**src/rtl/addsub_sched_if.sv**
```systemverilog
// Request/response bundle between NREQ clients and the shared add/sub scheduler.
// master = client side (drives requests, consumes responses), slave = scheduler.
interface addsub_sched_if #(
  parameter int NREQ = 4,
  parameter int IDW  = 2
);
  logic [NREQ-1:0]       req_valid;
  logic [NREQ-1:0]       req_ready;
  logic [NREQ-1:0][31:0] req_a;
  logic [NREQ-1:0][31:0] req_b;
  logic [NREQ-1:0]       req_sub;
  logic                  rsp_valid;
  logic                  rsp_ready;
  logic [IDW-1:0]        rsp_id;
  logic [31:0]           rsp_sum;
  logic                  rsp_cout;

  modport master (
    output req_valid, req_a, req_b, req_sub, rsp_ready,
    input  req_ready, rsp_valid, rsp_id, rsp_sum, rsp_cout
  );

  modport slave (
    input  req_valid, req_a, req_b, req_sub, rsp_ready,
    output req_ready, rsp_valid, rsp_id, rsp_sum, rsp_cout
  );
endinterface

```
**src/rtl/addsub_sched.sv**
```systemverilog
// Round-robin scheduler sharing one 32-bit add/sub datapath, computed as two
// 16-bit halves on consecutive cycles with the mid carry registered.
module addsub_sched_lane (
  input  logic        sel,
  input  logic        sub,
  input  logic [31:0] a,
  input  logic [31:0] b,
  output logic [31:0] a_m,
  output logic [31:0] bx_m,
  output logic        sub_m
);
  // Unselected lanes contribute zeros so the operand mux is a plain OR.
  assign a_m   = sel ? a : '0;
  assign bx_m  = sel ? (sub ? ~b : b) : '0;
  assign sub_m = sel & sub;
endmodule

module addsub_sched #(
  parameter int NREQ = 4,
  parameter int IDW  = 2
) (
  input logic          clk,
  input logic          rst,
  addsub_sched_if.slave bus
);
  typedef enum logic [1:0] {IDLE, LOW, HIGH, RESP} state_t;

  state_t                state, state_nx;
  logic [IDW-1:0]        ptr, gnt;
  logic                  found, hs;
  logic [NREQ-1:0]       ready;
  logic [NREQ-1:0][31:0] a_m, bx_m;
  logic [NREQ-1:0]       sub_m;
  logic [31:0]           a_sel, bx_sel;
  logic                  sub_sel;
  logic [31:0]           a_q, bx_q, sum_q;
  logic                  cin_q, c16_q, cout_q, vld_q;
  logic [IDW-1:0]        id_q;

  // Rotating priority: first pass covers ptr..NREQ-1, second pass wraps to 0.
  always_comb begin
    found = 1'b0;
    gnt   = '0;
    for (int i = 0; i < NREQ; i++) begin
      if (!found && bus.req_valid[i] && (IDW'(i) >= ptr)) begin
        found = 1'b1;
        gnt   = IDW'(i);
      end
    end
    for (int i = 0; i < NREQ; i++) begin
      if (!found && bus.req_valid[i]) begin
        found = 1'b1;
        gnt   = IDW'(i);
      end
    end
  end

  assign hs = (state == IDLE) && found;

  always_comb begin
    ready = '0;
    for (int i = 0; i < NREQ; i++) ready[i] = hs && (gnt == IDW'(i));
  end

  assign bus.req_ready = ready;

  for (genvar i = 0; i < NREQ; i++) begin : g_lane
    addsub_sched_lane u_lane (
      .sel   (ready[i]),
      .sub   (bus.req_sub[i]),
      .a     (bus.req_a[i]),
      .b     (bus.req_b[i]),
      .a_m   (a_m[i]),
      .bx_m  (bx_m[i]),
      .sub_m (sub_m[i])
    );
  end

  always_comb begin
    a_sel   = '0;
    bx_sel  = '0;
    sub_sel = 1'b0;
    for (int i = 0; i < NREQ; i++) begin
      a_sel   = a_sel | a_m[i];
      bx_sel  = bx_sel | bx_m[i];
      sub_sel = sub_sel | sub_m[i];
    end
  end

  always_ff @(posedge clk or posedge rst) begin
    if (rst) state <= IDLE;
    else     state <= state_nx;
  end

  always_comb begin
    state_nx = state;
    case (state)
      IDLE:    if (hs) state_nx = LOW;
      LOW:     state_nx = HIGH;
      HIGH:    state_nx = RESP;
      RESP:    if (bus.rsp_ready) state_nx = IDLE;
      default: state_nx = IDLE;
    endcase
  end

  always_ff @(posedge clk or posedge rst) begin
    if (rst) begin
      ptr    <= '0;
      a_q    <= '0;
      bx_q   <= '0;
      cin_q  <= 1'b0;
      id_q   <= '0;
      sum_q  <= '0;
      c16_q  <= 1'b0;
      cout_q <= 1'b0;
      vld_q  <= 1'b0;
    end else begin
      case (state)
        IDLE: if (hs) begin
          a_q   <= a_sel;
          bx_q  <= bx_sel;
          cin_q <= sub_sel;
          id_q  <= gnt;
          ptr   <= (gnt == IDW'(NREQ-1)) ? '0 : gnt + 1'b1;
        end
        LOW:  {c16_q, sum_q[15:0]} <= {1'b0, a_q[15:0]} + {1'b0, bx_q[15:0]} + {16'b0, cin_q};
        HIGH: begin
          {cout_q, sum_q[31:16]} <= {1'b0, a_q[31:16]} + {1'b0, bx_q[31:16]} + {16'b0, c16_q};
          vld_q <= 1'b1;
        end
        RESP: if (bus.rsp_ready) vld_q <= 1'b0;
        default: ;
      endcase
    end
  end

  // id_q only reloads at the next grant, so it doubles as the response tag.
  assign bus.rsp_valid = vld_q;
  assign bus.rsp_id    = id_q;
  assign bus.rsp_sum   = sum_q;
  assign bus.rsp_cout  = cout_q;
endmodule

```
**src/flat_wrapper.sv**
```systemverilog
// flat-port wrapper written by rule: the top's interface ports become plain ports
module addsub_sched_flat 
#(
  parameter int NREQ = 4,
  parameter int IDW  = 2
)
  (clk, rst, bus_req_valid, bus_req_a, bus_req_b, bus_req_sub, bus_rsp_ready, bus_req_ready, bus_rsp_valid, bus_rsp_id, bus_rsp_sum, bus_rsp_cout);
  addsub_sched_if #(.NREQ(NREQ), .IDW(IDW)) bus_i ();
  input logic clk;
  input logic rst;
  input wire logic [$bits(bus_i.req_valid)-1:0] bus_req_valid;
  input wire logic [$bits(bus_i.req_a)-1:0] bus_req_a;
  input wire logic [$bits(bus_i.req_b)-1:0] bus_req_b;
  input wire logic [$bits(bus_i.req_sub)-1:0] bus_req_sub;
  input wire logic [$bits(bus_i.rsp_ready)-1:0] bus_rsp_ready;
  output wire logic [$bits(bus_i.req_ready)-1:0] bus_req_ready;
  output wire logic [$bits(bus_i.rsp_valid)-1:0] bus_rsp_valid;
  output wire logic [$bits(bus_i.rsp_id)-1:0] bus_rsp_id;
  output wire logic [$bits(bus_i.rsp_sum)-1:0] bus_rsp_sum;
  output wire logic [$bits(bus_i.rsp_cout)-1:0] bus_rsp_cout;
  assign bus_i.req_valid = bus_req_valid;
  assign bus_i.req_a = bus_req_a;
  assign bus_i.req_b = bus_req_b;
  assign bus_i.req_sub = bus_req_sub;
  assign bus_i.rsp_ready = bus_rsp_ready;
  assign bus_req_ready = bus_i.req_ready;
  assign bus_rsp_valid = bus_i.rsp_valid;
  assign bus_rsp_id = bus_i.rsp_id;
  assign bus_rsp_sum = bus_i.rsp_sum;
  assign bus_rsp_cout = bus_i.rsp_cout;
  addsub_sched #(.NREQ(NREQ), .IDW(IDW)) u_core (.clk(clk), .rst(rst), .bus(bus_i));
endmodule
```
**config.mk**
```make
export PLATFORM = sky130hd
export DESIGN_NAME = addsub_sched_flat
export DESIGN_NICKNAME = d
export VERILOG_FILES = /design/src/rtl/addsub_sched_if.sv /design/src/rtl/addsub_sched.sv /design/src/flat_wrapper.sv
export SDC_FILE = /design/constraint.sdc
export NUM_CORES = 1
export LEC_CHECK = 0
export ABC_CLOCK_PERIOD_IN_PS = 2900
export BUFFER_PORTS_ARGS = -buffer_cell sky130_fd_sc_hd__buf_2
export CAP_MARGIN = 20
export CORE_MARGIN = 2
export CORE_UTILIZATION = 45
export DETAILED_ROUTE_END_ITERATION = 7
export PLACE_DENSITY = 0.78
export SYNTH_ARGS = -nofsm -noshare
export SYNTH_HDL_FRONTEND = slang
export SYNTH_SLANG_ARGS = --single-unit
```
**constraint.sdc**
```tcl
create_clock -name clk -period 2.9 [get_ports clk]
set_input_delay 0.145 -clock clk [delete_from_list [all_inputs] [get_ports clk]]
set_output_delay 0.145 -clock clk [all_outputs]
set_load 0.01 [all_outputs]
```
==> Word-level counts from Yosys, hierarchy flattened <==
Index checks and enable logic that the tools add are counted.
{ "classes": {"n_addsub": 5, "n_lt_le_gt_ge": 4, "eq_ne": 8, "mux": 33, "bitwise_logic": 17, "n_reduce_logical": 29} }
{ "op_table": {"columns": ["operator", "n"], "rows": [
  ["2-to-1 mux 32 bit", 12],
  ["bitwise OR 32 bit", 6],
  ["NOT 32 bit", 4],
  ["adder 16 x 16 -> 17 bit", 2],
  ["adder 17 x 1 -> 17 bit", 2],
  ["2-to-1 mux 2 bit", 9],
  ["logical AND 1 bit", 16],
  ["2-to-1 mux 1 bit", 10],
  ["== test 2 bit, second input constant", 4],
  ["one-hot mux 2 bit (4 select lines)", 1],
  ["logical NOT 1 bit", 7],
  ["AND reduction 2 bit", 3],
  ["AND 1 bit", 4],
  ["== test 2 x 1 -> 1 bit, second input constant", 2],
  [">= comparator 1 x 2 -> 1 bit, first input constant", 2],
  [">= comparator 2 bit, first input constant", 2],
  ["logical NOT 2 bit", 2],
  ["bitwise OR 1 bit", 3],
  ["adder 2 x 1 -> 2 bit, second input constant", 1],
  ["!= test 2 x 1 -> 1 bit, second input constant", 1],
  ["!= test 2 bit, second input constant", 1],
  ["one-hot mux 1 bit (2 select lines)", 1],
  ["nonzero test 2 bit", 1]
]} }
{ "totals": {"reg_bits": 106, "input_bits": 267, "output_inout_bits": 40, "word_cells": 107} }

==> Longest topological paths before layout <==
Gate-level depths: netlist of the first run.
{ "depth": {"ltp_word": 33, "depth_mapped": 10, "mapped_depth_nobuf": 10} }

==> Cells and area by module <==
From an unflattened synthesis of the first run, not the netlist that was laid out.
{ "unflattened": {"hier_cells": 1055, "hier_area_um2": 9118.7} }
{ "by_module_without_submodules": {"columns": ["mod", "n_inst", "cells_each", "area_per_inst_um2", "seq_area_each_um2"], "rows": [
  ["addsub_sched", 1, 623, 5960.7, 2652.5],
  ["addsub_sched_lane", 4, 108, 789.5, 0.0]
]} }

==> Worst setup path after synthesis of the first run <==
No wires, ideal clock.
{ "synth_path": {"kind": "reg2reg", "from": "reg u_core.c16_q", "to": "reg u_core.sum_q[30] (netlist: u_core.bus.rsp_sum[30])", "setup_time_ns": 0.136, "arrival_ns": 2.080, "t_required_ns": 2.764, "slack_ns": 0.684, "path_stages_with_launch": 11, "path_buffers": 0, "synth_period_minus_slack_ns": 2.216, "cell_sequence": "dfrtp_1 inv_1 fa_1 inv_1 fa_1 a21o_1 a22oi_1 a211oi_1 o32ai_1 xor2_1 a21oi_1"} }
{ "synth_via": {"elab_chain_cells": 1} }
{ "synth_lines": {"columns": ["item", "line_no", "rtl"], "rows": [
  ["from (decl)", "addsub_sched.sv:37", "logic cin_q, c16_q, cout_q, vld_q;"],
  ["from (signal assigned)", "addsub_sched.sv:126", "LOW: {c16_q, sum_q[15:0]} <= {1'b0, a_q[15:0]} + {1'b0, bx_q[15:0]} + {16'b0, cin_q};"],
  ["adder 17 x 1 -> 17 bit", "addsub_sched.sv:128", "{cout_q, sum_q[31:16]} <= {1'b0, a_q[31:16]} + {1'b0, bx_q[31:16]} + {16'b0, c16_q};"],
  ["to (signal assigned)", "addsub_sched.sv:128", null],
  ["to (decl)", "addsub_sched.sv:36", "logic [31:0] a_q, bx_q, sum_q;"]
]} }
Every way passes these cells.
A chain may end at the register's enable or synchronous reset.

==> Worst setup path in the final report of the first run <==
{ "layout_path": {"from": "reg u_core.ptr[0]", "to": "out bus_req_ready[3]"} }
{ "layout_via": {"elab_chain_cells": 29, "elab_cells_between_ends": 40, "classes_between": "order compare: 4; eq/ne: 1; mux: 15; reduce/logical: 20"} }
{ "layout_lines": {"columns": ["item", "line_no", "rtl"], "rows": [
  ["from (decl)", "addsub_sched.sv:29", "logic [IDW-1:0] ptr, gnt;"],
  ["from (signal assigned)", "addsub_sched.sv:124", "ptr <= (gnt == IDW'(NREQ-1)) ? '0 : gnt + 1'b1;"],
  [">= comparator 1 x 2 -> 1 bit", "addsub_sched.sv:45", "if (!found && bus.req_valid[i] && (IDW'(i) >= ptr)) begin"],
  ["logical AND 1 bit", "addsub_sched.sv:45", null],
  ["2-to-1 mux 1 bit", "addsub_sched.sv:45", null],
  ["logical NOT 1 bit", "addsub_sched.sv:45", null],
  ["logical AND 1 bit (2 in series)", "addsub_sched.sv:45", null],
  ["2-to-1 mux 1 bit", "addsub_sched.sv:45", null],
  ["logical NOT 1 bit", "addsub_sched.sv:45", null],
  ["logical AND 1 bit (2 in series)", "addsub_sched.sv:45", null],
  ["[11 not listed]", null, null],
  ["logical NOT 1 bit", "addsub_sched.sv:51", "if (!found && bus.req_valid[i]) begin"],
  ["logical AND 1 bit", "addsub_sched.sv:51", null],
  ["2-to-1 mux 1 bit", "addsub_sched.sv:51", null],
  ["logical NOT 1 bit", "addsub_sched.sv:51", null],
  ["logical AND 1 bit", "addsub_sched.sv:51", null],
  ["2-to-1 mux 2 bit or 2-to-1 mux 1 bit (tied branches)", "addsub_sched.sv:51", null],
  ["== test 2 bit or logical AND 1 bit (tied branches)", "addsub_sched.sv:62, addsub_sched.sv:58", null],
  ["logical AND 1 bit *", "addsub_sched.sv:62", "for (int i = 0; i < NREQ; i++) ready[i] = hs && (gnt == IDW'(i));"],
  ["to (decl)", "flat_wrapper.sv:16", "output wire logic [$bits(bus_i.req_ready)-1:0] bus_req_ready;"]
]} }
Every way passes the cells marked *; elsewhere a longest branch is shown, timed or not.

==> summary.txt, run 1 <==
Initial DRC count: 601
FP Rows: 48
Leakage: 0.004699 uW
R2R Path Start: u_core.ptr[0]$_DFFE_PP0P_
Worst hold path type: primary input to register
Total CTS buffers: 9
Max IR drop VDD: 0.0004619 V
Critical Path Source: u_core.ptr[0]$_DFFE_PP0P_
Gr usage total: 26.09%
WHS Path Cells: 3
Clock Tree Root: clkbuf_16
Setup total negative slack: 0 ps
Share of cells above drive strength 1: 32.06%
H-Tree Level Count: 3
Via density: 5.693
WHS Endpoint: u_core.a_q[22]$_DFFE_PP0P_
Most used DFF post-synth: dfrtp_1
Vias in the first global route: 7,235
Fin crit share: 94.12%
Worst Hold Launch: bus_req_a[118]
Synth async-reset ratio: 100.0%
Antenna-violating nets left: 0
Count of cell types in the netlist: 54
CTS tree: done
Global route overflow: 0
CP endpoint kind: primary output
Synth Net Count: 1,182
WL final: 25.01 mm
Clk_skew: 7.185 ps
# Max-Cap Violations: 0
# DRC: 0
R2r endpoint: u_core.bx_q[21]$_DFFE_PP0P_
Clk slew on worst S/H paths: 70 ps
Crit Path Category: register to primary output
Post-CTS sizing: 0
Filler cells: 1,552
Maximum clock rate: 366.4 MHz
WP data required: 2760 ps
Area Overhead vs Synth: 25.72%
Mapped Avg Cell Area: 9.017 um2
Buffers on Ports: 306
Routability cong.: 0.8961
Yosys reg bits: 106
Status: completed
Syn. warnings: 0
Via count: 7,822
Final min period: 2729 ps
Hpwl dp: 18.59 mm
CTS Sinks: 106
Final Hold Fails: 0
Fin. max-slew vios: 0
RSZ-0062 raised after global routing: no
Longest Clk Path Bufs: 2
Sequential fraction of the synthesis area: 33.62%
# nets final: 1,450
Initial Util: 45.78%
Chip width: 136.4 um
I/O Pins: 307
First-pass GRT wire length: 37.46 mm
Initial antenna violation count: 2
Die ar.: 18,610 um2
Height of the die: 136.4 um
Worst reg2reg path depth: 7
Worst-path maximum fanout: 32
Design Power: 11,540 uW
Critical path arrival: 2580 ps
Synth Instances: 875
CP Launch Type: register
Least-Margin Pin Slew: 856.0 ps
Max-Slew Margin vs Limit: 42.93%
Core ar.: 17,240 um2
EDFF count, synth: 0
Reg-to-reg slack, setup: 230 ps
Pin count of the biggest net entering global routing: 107
Drt wl/cell: 18.20 um
Power per cell area: 1163 nW/um2
Syn Std Cell Area: 7890 um2
Clk_lat worst skew: 350 ps
Post-CTS Setup Bufs: 0
Pre-antenna DRT Iters: 5
Final Setup Violations: 0
## through the flow
stage / utilization [%] / setup WS [ps] / instance area [um2] / hold slack [ps] / instances
after global routing: 57.55 / 61.85 / 9920 / 69.73 / 1374
final: 57.55 / 170.6 / 9920 / 74.94 / 1374
after detailed placement: 55.58 / 349.7 / 9580 / 361.9 / 1356
after CTS: 57.53 / 207.7 / 9917 / 58.52 / 1373
after global placement: 55.58 / 475.2 / 9580 / 356.0 / 1356
after floorplan: - / 683.6 / 7894 / 317.2 / 875
## layout by cell type, fill, tap and decap left out, types with 19 or more instances in the layout
master / netlist / layout
a21oi_1: 125 / 125
o21ai_0: 25 / 25
a222oi_1: 33 / 33
a22oi_1: 34 / 34
a221oi_1: 32 / 32
ha_1: 36 / 34
dfrtp_1: 106 / 106
xor2_1: 134 / 134
inv_1: 20 / 19
nand2_1: 36 / 36
buf_2: 6 / 306
nor2_1: 82 / 82
## report_power, final
part	internal [uW]	switching [uW]
Combinational	3150	4180
Sequential	2300	546
Clock	784	573
## timing repair
action                     in CTS  in global routing
hold buffers                    1                  0
setup endpoints to repair       0                  0
hold endpoints to repair      106                  0
## cells by family after synthesis
| family | count (synthesis) | share of synthesized area [%] |
|---|---|---|
| muxes | 19 | 2.664 |
| DFF | 106 | 33.62 |
| buffers and inverters | 90 | 5.233 |
| AOI/OAI and AO/OA | 300 | 25.63 |
| xor gates and xnor gates | 148 | 16.43 |
| adders and majority gates | 40 | 6.724 |
| and+or+nand+nor | 172 | 9.705 |
## Yosys cell counts (3+ instances only)
cell	count	share of area (%)
mux2_2	16	2.3
dfrtp_1	106	34
a211oi_1	5	0.48
fa_1	4	1.0
ha_1	36	5.7
a222oi_1	33	4.2
a21o_1	10	0.95
a21oi_1	125	7.9
a31oi_1	4	0.32
nand2_1	36	1.7
clkbuf_1	50	2.4
xor2_1	134	15
nor2b_1	6	0.48
inv_1	20	0.95
o21ai_0	25	1.6
xnor2_1	14	1.6
a22oi_1	34	3.2
buf_2	6	0.38
nand2b_1	6	0.48
and3_1	3	0.24
buf_4	4	0.38
nand3_1	11	0.70
o21a_1	6	0.57
mux2i_1	3	0.38
nand4_1	3	0.24
or4_1	3	0.29
nor2_1	82	3.9
nor3_1	12	0.76
o211ai_1	8	0.76
buf_6	7	1.0
a221oi_1	32	3.6
## sequential cells by signal, indices dropped and copies added, names as in the netlist
name / count
u_core.cin_q: 1
u_core.bus.rsp_sum: 32
u_core.c16_q: 1
u_core.bus.rsp_cout: 1
u_core.bus.rsp_id: 2
u_core.a_q: 32
u_core.bx_q: 32
u_core.bus.rsp_valid: 1
u_core.ptr: 2
u_core.state: 2
## layout make-up
type                    count  area [um2]  area share (%)
diodes                      1       2.502         0.02523
multi-input cells         679        4852           48.92
clock buffers              10       239.0           2.409
well taps                 225       281.5           2.838
inverters                  21       82.58          0.8325
repair buffers            326        1722           17.36
flip-flops and latches    106        2653           26.74
clock inverters             6       87.58          0.8829
## per-layer routing
layer	routed length [um]	up-vias	GRT usage, %
met5	13	-	0
met4	660	2	11.05
met3	1649	40	2.647
met2	12080	350	44.05
met1	10610	3689	34.07
li1	-	3741	-
## worst max path at each step
stage	cells after the start	end
CTS	6	bus_req_ready[3]
global route	6	bus_req_ready[3]
detailed placement	7	u_core.bx_q[21]$_DFFE_PP0P_
floorplan	10	u_core.bus.rsp_sum[30]$_DFFE_PP0P_
global placement	7	u_core.bx_q[27]$_DFFE_PP0P_
finish	6	bus_req_ready[3]
## critical path, stage by stage (launching register included)
cell and delay, ps:
dfrtp_1 380, nor2b_1 80, a21o_1 160, a211oi_2 430
ha_2 810, and2_1 230, buf_2 130
Power figures use the tool's default switching activity.
==> run 2, diff against run 1 <==
--- a/config.mk
+++ b/config.mk
@@ -12,6 +12,7 @@
 export CORE_UTILIZATION = 45
 export DETAILED_ROUTE_END_ITERATION = 7
 export PLACE_DENSITY = 0.78
+export RECOVER_POWER = 100
 export SYNTH_ARGS = -nofsm -noshare
 export SYNTH_HDL_FRONTEND = slang
 export SYNTH_SLANG_ARGS = --single-unit
==> run 2 against run 1 <==
Clock power is essentially flat. Clock-buffer cell count unchanged. First-iteration DRC count decreased by 9.8%. Register-to-register slack gained 70 ps. Sequential share of layout area increased by 0.24 points.
==> summary.txt, run 2 (synthesis results as in run 1) <==
Status: completed
Share of cells above drive strength 1: 28.48%
Leakage: 0.004570 uW
First-pass GRT wire length: 37.46 mm
Initial DRC count: 542
Clk slew on worst S/H paths: 80 ps
Sw Pwr: 5302 uW
Worst-path maximum fanout: 32
Reg-to-reg slack, setup: 300 ps
Initial Util: 45.78%
Slowest cell delay on critical path: 780 ps
CTS Sinks: 106
Power per cell area: 1163 nW/um2
# Max-Cap Violations: 0
Switching part of the total: 46.36%
Final Setup Violations: 0
Max IR drop VDD: 0.0004597 V
Vias in the first global route: 7,235
CP endpoint kind: primary output
Final Hold Fails: 0
Final Instance Area: 9831 um2
Int Pwr: 6135 uW
Worst setup margin: 216.6 ps
Critical path arrival: 2540 ps
Die ar.: 18,610 um2
Pin count of the biggest net entering global routing: 107
Post-CTS Setup Bufs: 0
Clk_skew: 8.508 ps
Chip width: 136.4 um
Number of placed cells counting well taps: 1,356
Commonest non-fill, non-tap cell in the layout: buf_2
WP data required: 2760 ps
Routability cong.: 0.8961
I/O Pins: 307
RSZ-0062 raised after global routing: no
Antenna-violating nets left: 0
CP max-delay cell: ha_2
Pre-antenna DRT Iters: 7
Worst hold path type: primary input to register
Fin. max-slew vios: 0
Clock power share: 11.9%
Max-Slew Margin vs Limit: 1.616%
Setup total negative slack: 0 ps
Post-DP Area: 9580 um2
Drt wl/cell: 18.18 um
Maximum clock rate: 372.7 MHz
H-Tree Level Count: 3
Core ar.: 17,240 um2
Most used cells in the layout excluding fill and tap cells: buf_2, xor2_1, a21oi_1, dfrtp_1, nor2_1
Comb pwr share: 63.2%
Filler cells: 1,565
Place WS: 349.7 ps
Gr usage total: 26.09%
Clock Tree Root: clkbuf_16
# DRC: 0
Total CTS buffers: 9
Longest Clk Path Bufs: 2
Area Overhead vs Synth: 24.60%
Flop pwr share: 24.9%
Via density: 5.706
Buffers on Ports: 306
Worst path cell trace: nor2b_1 > a21o_1 > a211oi_2 > ha_2 > and2_1 > clkbuf_1
CTS tree: done
Height of the die: 136.4 um
Via count: 7,840
Global route overflow: 0
Hpwl dp: 18.59 mm
CP Launch Type: register
# nets final: 1,450
Fin crit share: 92.53%
Crit Path Category: register to primary output
FP Rows: 48
Post-route insts no fill: 1,374
WL final: 24.98 mm
Clk_lat worst skew: 360 ps
Final min period: 2683 ps
Least-Margin Pin Slew: 1476 ps
Initial antenna violation count: 2
==> run 2: cell count changes in the layout (fill, tap and decap cells not counted), sizes merged <==
cell	before	now
buf	325	282
clkbuf	10	53
==> run 2: layout make-up <==
type                       instances  area, um2  area share [%]
sequential                       106       2653           26.98
timing repair buffer             326       1652           16.80
inverter                          21      82.58          0.8400
multi-input combinational        679       4833           49.17
tap                              225      281.5           2.864
clock buffer                      10      239.0           2.431
clock inverter                     6      87.58          0.8909
antenna                            1      2.502         0.02546
==> run 2: through the flow <==
step	util [%]	total power [uW]	hold WS, ps
2_1_floorplan	-	8138	317.2
6_report	57.03	11440	73.53
3_5_place_dp	55.58	10130	361.9
5_1_grt	57.03	12440	69.73
3_3_place_gp	55.58	9935	356.0
4_1_cts	57.53	11540	58.52
==> run 2: power by group through the flow <==
stage	clock network, uW	logic, uW	registers, uW
6_report	1360	7230	2850
3_5_place_dp	0	7260	2870
5_1_grt	1450	8070	2930
3_3_place_gp	0	7090	2840
4_1_cts	1390	7310	2840
2_1_floorplan	0	5350	2790
==> run 2: path summary, 6_finish.rpt <==
path,start,end,depth (start not counted)
max,u_core.ptr[0]$_DFFE_PP0P_,bus_req_ready[3],6
min,bus_req_a[118],u_core.a_q[22]$_DFFE_PP0P_,3
max reg2reg,u_core.ptr[0]$_DFFE_PP0P_,u_core.bx_q[21]$_DFFE_PP0P_,7
min reg2reg,u_core.bus.rsp_valid$_DFFE_PP0P_,u_core.bus.rsp_valid$_DFFE_PP0P_,2
max in group asynchronous,rst,u_core.bus.rsp_sum[20]$_DFFE_PP0P_,4
min in group asynchronous,rst,u_core.bx_q[4]$_DFFE_PP0P_,4
==> run 2: routing by layer <==
layer	global-route usage, %	share of wire [%]	up-vias	wire, um
met1	34.07	42	3689	10540
met4	11.05	2.8	2	690
met3	2.647	6.6	44	1636
met5	0	0.052	-	13
met2	44.05	48	365	12090
li1	-	-	3740	-
==> run 2: what timing repair did <==
item | in CTS | in global routing
hold buffers | 1 | 0
endpoints found under the hold margin | 106 | 0
endpoints found under the setup margin | 0 | 0
gates resized for setup | 0 | 0
==> run 2: critical path: cells and delay by family (launching register included) <==
kind	cells	cell delay [ps]
AO/OA/AOI/OAI	2	530
adder cells (fa/ha/maj)	1	780
AND/OR/NAND/NOR	2	310
buffers and inverters	1	160
flip-flops	1	380
